--- src/rtl/seq_det_pkg.sv ---
// Shared types and defaults for the 1101 serial pattern detector.
// Build option: define SEQ_OVERLAP_EN to let the trailing 1 of a match start the next pattern.
package seq_det_pkg;

    localparam int unsigned STATE_W     = 3;
    localparam int unsigned RUN_W       = 4;
    localparam int unsigned CNT_W_DEF   = 8;
    localparam int unsigned RUN_MAX_DEF = 4;

    typedef enum logic [STATE_W-1:0] {
        S_IDLE = 3'd0,
        S_1    = 3'd1,
        S_11   = 3'd2,
        S_110  = 3'd3
    } state_t;

endpackage

--- src/rtl/sat_counter.sv ---
// Up-counter with synchronous clear that sticks at MAX instead of wrapping.
module sat_counter #(
    parameter int unsigned W   = 8,
    parameter int unsigned MAX = (1 << W) - 1
) (
    input  logic         clk,
    input  logic         rst,
    input  logic         clr_i,
    input  logic         inc_i,
    output logic [W-1:0] cnt_o
);

    localparam logic [W-1:0] MAX_V = W'(MAX);

    logic [W-1:0] cnt_q;
    logic [W-1:0] cnt_d;

    // NOTE: cnt_d gets its hold value first so every path assigns it and no latch is inferred.
    always_comb begin
        cnt_d = cnt_q;
        if (clr_i) begin
            cnt_d = '0;
        end else if (inc_i && (cnt_q < MAX_V)) begin
            cnt_d = cnt_q + W'(1);
        end
    end

    always_ff @(posedge clk or negedge rst) begin
        if (!rst) begin
            cnt_q <= '0;
        end else begin
            cnt_q <= cnt_d;
        end
    end

    assign cnt_o = cnt_q;

endmodule

--- src/rtl/mealy_out_seq_detector.sv ---
// Detects 1101 (MSB first) on a valid-qualified bit stream, counts matches and flags long runs of 1s.
// Build option: SEQ_OVERLAP_EN selects overlapping detection (next state S_1 after a match).
module mealy_out_seq_detector
    import seq_det_pkg::*;
#(
    parameter int unsigned CNT_W   = CNT_W_DEF,
    parameter int unsigned RUN_MAX = RUN_MAX_DEF
) (
    input  logic               clk,
    input  logic               rst,
    input  logic               data_in,
    input  logic               valid_in,
    input  logic               clr,
    output logic               match,
    output logic [CNT_W-1:0]   match_cnt,
    output logic               run_alarm,
    output logic [STATE_W-1:0] state_dbg
);

`ifdef SEQ_OVERLAP_EN
    localparam state_t AFTER_MATCH = S_1;
`else
    localparam state_t AFTER_MATCH = S_IDLE;
`endif

    localparam logic [RUN_W-1:0] RUN_MAX_V = RUN_W'(RUN_MAX);

    state_t           state_q;
    logic             match_q;
    logic             run_alarm_q;
    logic             run_alarm_d;
    logic [RUN_W-1:0] run_len;
    logic             bit_one;
    logic             bit_zero;
    logic             match_hit;

    assign bit_one   = valid_in & data_in;
    assign bit_zero  = valid_in & ~data_in;
    assign match_hit = bit_one & (state_q == S_110);

    sat_counter #(
        .W   (CNT_W),
        .MAX ((1 << CNT_W) - 1)
    ) u_match_cnt (
        .clk   (clk),
        .rst   (rst),
        .clr_i (clr),
        .inc_i (match_hit),
        .cnt_o (match_cnt)
    );

    sat_counter #(
        .W   (RUN_W),
        .MAX (RUN_MAX)
    ) u_run_len (
        .clk   (clk),
        .rst   (rst),
        .clr_i (clr | bit_zero),
        .inc_i (bit_one),
        .cnt_o (run_len)
    );

    // Alarm tracks the run length the counter is about to take, so both move on the same edge.
    always_comb begin
        run_alarm_d = 1'b0;
        if (clr || bit_zero) begin
            run_alarm_d = 1'b0;
        end else if (bit_one) begin
            run_alarm_d = (run_len >= (RUN_MAX_V - RUN_W'(1)));
        end else begin
            run_alarm_d = (run_len == RUN_MAX_V);
        end
    end

    always_ff @(posedge clk or negedge rst) begin
        if (!rst) begin
            state_q     <= S_IDLE;
            match_q     <= 1'b0;
            run_alarm_q <= 1'b0;
        end else if (clr) begin
            state_q     <= S_IDLE;
            match_q     <= 1'b0;
            run_alarm_q <= 1'b0;
        end else begin
            match_q     <= match_hit;
            run_alarm_q <= run_alarm_d;
            case (state_q)
                S_IDLE: if (valid_in) state_q <= data_in ? S_1  : S_IDLE;
                S_1:    if (valid_in) state_q <= data_in ? S_11 : S_IDLE;
                S_11:   if (valid_in) state_q <= data_in ? S_11 : S_110;
                S_110:  if (valid_in) state_q <= data_in ? AFTER_MATCH : S_IDLE;
                default: state_q <= S_IDLE;
            endcase
        end
    end

    assign match     = match_q;
    assign run_alarm = run_alarm_q;
    assign state_dbg = state_q;

endmodule
--- config.mk ---
export PLATFORM = sky130hd
export DESIGN_NAME = mealy_out_seq_detector
export DESIGN_NICKNAME = d
export VERILOG_FILES = /design/src/rtl/seq_det_pkg.sv /design/src/rtl/sat_counter.sv /design/src/rtl/mealy_out_seq_detector.sv
export SDC_FILE = /design/constraint.sdc
export NUM_CORES = 1
export LEC_CHECK = 0
export CAP_MARGIN = 0
export CORE_ASPECT_RATIO = 1.4
export CORE_MARGIN = 1.5
export CORE_UTILIZATION = 40
export CTS_CLUSTER_SIZE = 30
export DETAILED_ROUTE_END_ITERATION = 16
export DONT_BUFFER_PORTS = 1
export GPL_ROUTABILITY_DRIVEN = 0
export PLACE_DENSITY = 0.55
export SKIP_LAST_GASP = 1
export SYNTH_ARGS = -nofsm -noshare
export SYNTH_HDL_FRONTEND = slang
export SYNTH_SLANG_ARGS = --single-unit
--- constraint.sdc ---
create_clock -name clk -period 1.4 [get_ports clk]
set_clock_uncertainty 0.05 [all_clocks]
set_input_delay 0.14 -clock clk [delete_from_list [all_inputs] [get_ports clk]]
set_output_delay 0.14 -clock clk [all_outputs]
set_load 0.01 [all_outputs]
==> results.py <==
metrics = {
    "run_status": {
        "outcome": "complete, but fails checks",
        "violations": "negative hold slack",
    },
    "synth": {
        "ys_warn_count": 0,
        "synth_area_um2": 863,
        "syn_area_per_cell_um2": 9.59,
        "synth_ff_type": "dfrtp_1",
        "syn-instance-count": 90,
        "ys_ff_latch": 16,
        "synth-async-reset-ratio_pct": 100,
        "synth.distinct_cells": 33,
        "yosysSeqAreaShare_pct": 46.4,
        "synth_edf_count": 0,
        "syn_nets": 98,
    },
    "timing": {
        "period_needed_ns": 1.39,
        "fmax_mhz": 717,
        "setup_violations": 0,
        "maxSlewViolCount": 0,
        "relSlewSlack_pct": 52.5,
        "tns_ns": 0,
        "tightest_slew_ns": 0.710,
        "final.period_utilization_pct": 99.6,
        "rsz0062_at_grt": "yes",
        "finalHoldViolCount": 13,
        "whs_ns": -0.151,
    },
    "cts": {
        "cts_buffers": 3,
        "tritoncts": "done",
        "cts_buffer_depth": 2,
        "path_clk_slew_ns": 0.09,
        "root_buffer": "clkbuf_4",
        "htreeDepth": 1,
        "cts_sinks": 16,
        "cts_hold_buf": 4,
        "clkLatencyLatePin_ns": 0.29,
    },
    "power_and_ir_drop": {
        "power_switching_w": 0.000177,
        "power_frac_clock_pct": 36.6,
        "powerDensity_nw_per_um2": 725,
        "pwr-share-comb_pct": 6.6,
        "p_leak_nw": 0.527,
        "vdd.ir_drop.worst_v": 0.000591,
        "seqPwrFrac_pct": 56.9,
        "power.internal_w": 0.000650,
        "swShare_pct": 21.4,
    },
    "setup_path": {
        "reg2reg_from": "u_match_cnt.cnt_o[3]$_DFFE_PN0P_",
        "end_kind": "flop",
        "worst-r2r-cell-count": 4,
        "critical_path_class": "flop to flop",
        "worstPathMaxFanout": 5,
        "cp-startpoint": "u_match_cnt.cnt_o[3]$_DFFE_PN0P_",
        "cp-start-kind": "flop",
        "arrival_ns": 1.56,
        "r2r_setup_slack_ns": 0.006,
        "reg2reg_to": "u_match_cnt.cnt_o[6]$_DFFE_PN0P_",
        "required_ns": 1.57,
        "endpoint": "u_match_cnt.cnt_o[6]$_DFFE_PN0P_",
    },
    "route": {
        "drt_wl_total_um": 1960,
        "drt_iter0_drc": 10,
        "ant_nets": 0,
        "drc": 0,
        "dr.pass1.iters": 4,
        "wl_per_cell_um": 14.7,
        "num_vias": 761,
        "detail_route.vias_per_cell": 5.72,
    },
    "hold_path": {
        "worst_hold_path.num_cells": 1,
        "min_path_type": "input port to flop",
    },
    "global_routing": {
        "grt_start_max_net_pins": 17,
        "grt_pass1_vias": 716,
        "gr-total-overflow": 0,
        "grt_usage_pct": 17.3,
        "antenna_found_initial": 0,
        "grt_pass1_wl_um": 3170,
    },
    "floorplan": {
        "io_pins": 18,
        "start_util_pct": 43.2,
        "fp.dieH_um": 58.0,
        "rows": 19,
        "die-area_um2": 2450,
        "core-area_um2": 2000,
        "die_w_um": 42.3,
    },
    "job": {
        "cap_violations": 0,
    },
    "layout": {
        "nFillCells": 185,
        "final_nets": 121,
        "utilization_pct": 57.1,
        "drive_above_1_share_pct": 33.0,
        "n_antenna_cell": 0,
        "area_delta_synth_final_pct": 32.2,
    },
    "place": {
        "dp_hpwl_um": 1260,
        "io_buffers": 0,
    },
}
==> synthesized netlist by cell type, drive strengths merged, types with 2 or more instances <==
master,number,area (um^2)
dfrtp,16,400
nor2,13,48.8
nand2,7,26.3
a21oi,5,25.0
inv,5,18.8
xor2,5,43.8
o21ai,4,20.0
ha,3,37.5
nand4,3,25.0
o211ai,3,22.5
and2,2,12.5
and4,2,21.3
buf,2,15.0
clkbuf,2,7.51
o31ai,2,15.0
xnor2,2,17.5
==> area by class of cell <==
cell class	count	area, um^2	share of cell area, %
Clock buffer	4	36.3	3.18
Inverter	5	18.8	1.64
Multi-Input combinational cell	65	484	42.4
Sequential cell	16	400	35.1
Tap cell	21	26.3	2.30
Timing Repair Buffer	22	175	15.4
==> state kept, by name, summed over array words and instances, names as in the netlist <==
name,count
match,1
state_dbg,2
u_match_cnt.cnt_o,8
run_alarm,1
u_run_len.cnt_o,4
==> power by group through the flow <==
stage	Sequential, W	Clock, W	Combinational, W
2_1_floorplan	0.000482	0	0.0000364
3_3_place_gp	0.000480	0	0.0000329
3_5_place_dp	0.000480	0	0.0000339
4_1_cts	0.000471	0.000316	0.0000515
5_1_grt	0.000471	0.000322	0.0000629
6_report	0.000470	0.000302	0.0000543
==> critical path, stage by stage (launching register included) <==
cell and delay, ns:
dfrtp_1 0.43, and2_4 0.18, nand2_2 0.06, or4_4 0.48, a21oi_2 0.13
==> cells by family after synthesis <==
family,share of synthesized area [%]
AO/OA/AOI/OAI,14.1
flip-flops,46.4
AND/OR/NAND/NOR,20.4
multiplexers,2.46
other,0.434
XOR/XNOR,7.10
buffers and inverters,4.78
adder cells (fa/ha/maj),4.35
==> metrics by stage <==
step,total power (W),setup slack (ns),instance area [um^2],std cells,hold WS [ns]
detailed placement,0.000514,-0.0155,961,119,-0.205
CTS,0.000839,-0.0201,1050,129,-0.157
global placement,0.000513,-0.000970,961,119,-0.205
finish,0.000827,0.00626,1140,133,-0.151
global route,0.000856,-0.0509,1140,133,-0.159
floorplan,0.000518,-0.0393,867,90,-0.206
==> cell usage in the layout, fill, tap and decap left out, types with 2 or more instances in the layout <==
master,instances
buf_4,18
dfrtp_1,16
nor2_1,13
inv_1,5
nand2_1,5
xor2_1,5
a21oi_1,4
dlygate4sd3_1,4
o21ai_0,3
o211ai_1,3
clkbuf_4,3
nand4_1,2
nand2_2,2
xnor2_1,2
ha_1,2
==> worst min-delay path by stage <==
stage / startpoint / slack (ns) / end
after global routing: clr / -0.16 / run_alarm$_DFF_PN0_
after detailed placement: rst / -0.21 / state_dbg[1]$_DFFE_PN0P_
after floorplan: rst / -0.21 / match$_DFF_PN0_
final: clr / -0.15 / run_alarm$_DFF_PN0_
after CTS: clr / -0.16 / run_alarm$_DFF_PN0_
after global placement: rst / -0.21 / state_dbg[1]$_DFFE_PN0P_
==> timing repair <==
| item | 4_1_cts | 5_1_grt |
|---|---|---|
| endpoints found under the hold margin | 32 | 13 |
| gates resized for setup | 0 | 12 |
| endpoints found under the setup margin | 4 | 9 |
| pin swaps | 1 | 3 |
| buffers inserted | 2 | 4 |
==> layer usage <==
metal	share of wire [%]	wire length, um	global-route usage (%)	vias to the layer above
met5	0	0	0	-
met4	3.0	59	13.4	0
met3	5.4	106	2.80	6
met2	51	995	28.6	23
met1	41	795	19.6	374
li1	-	-	-	358
Power figures use the tool's default switching activity.
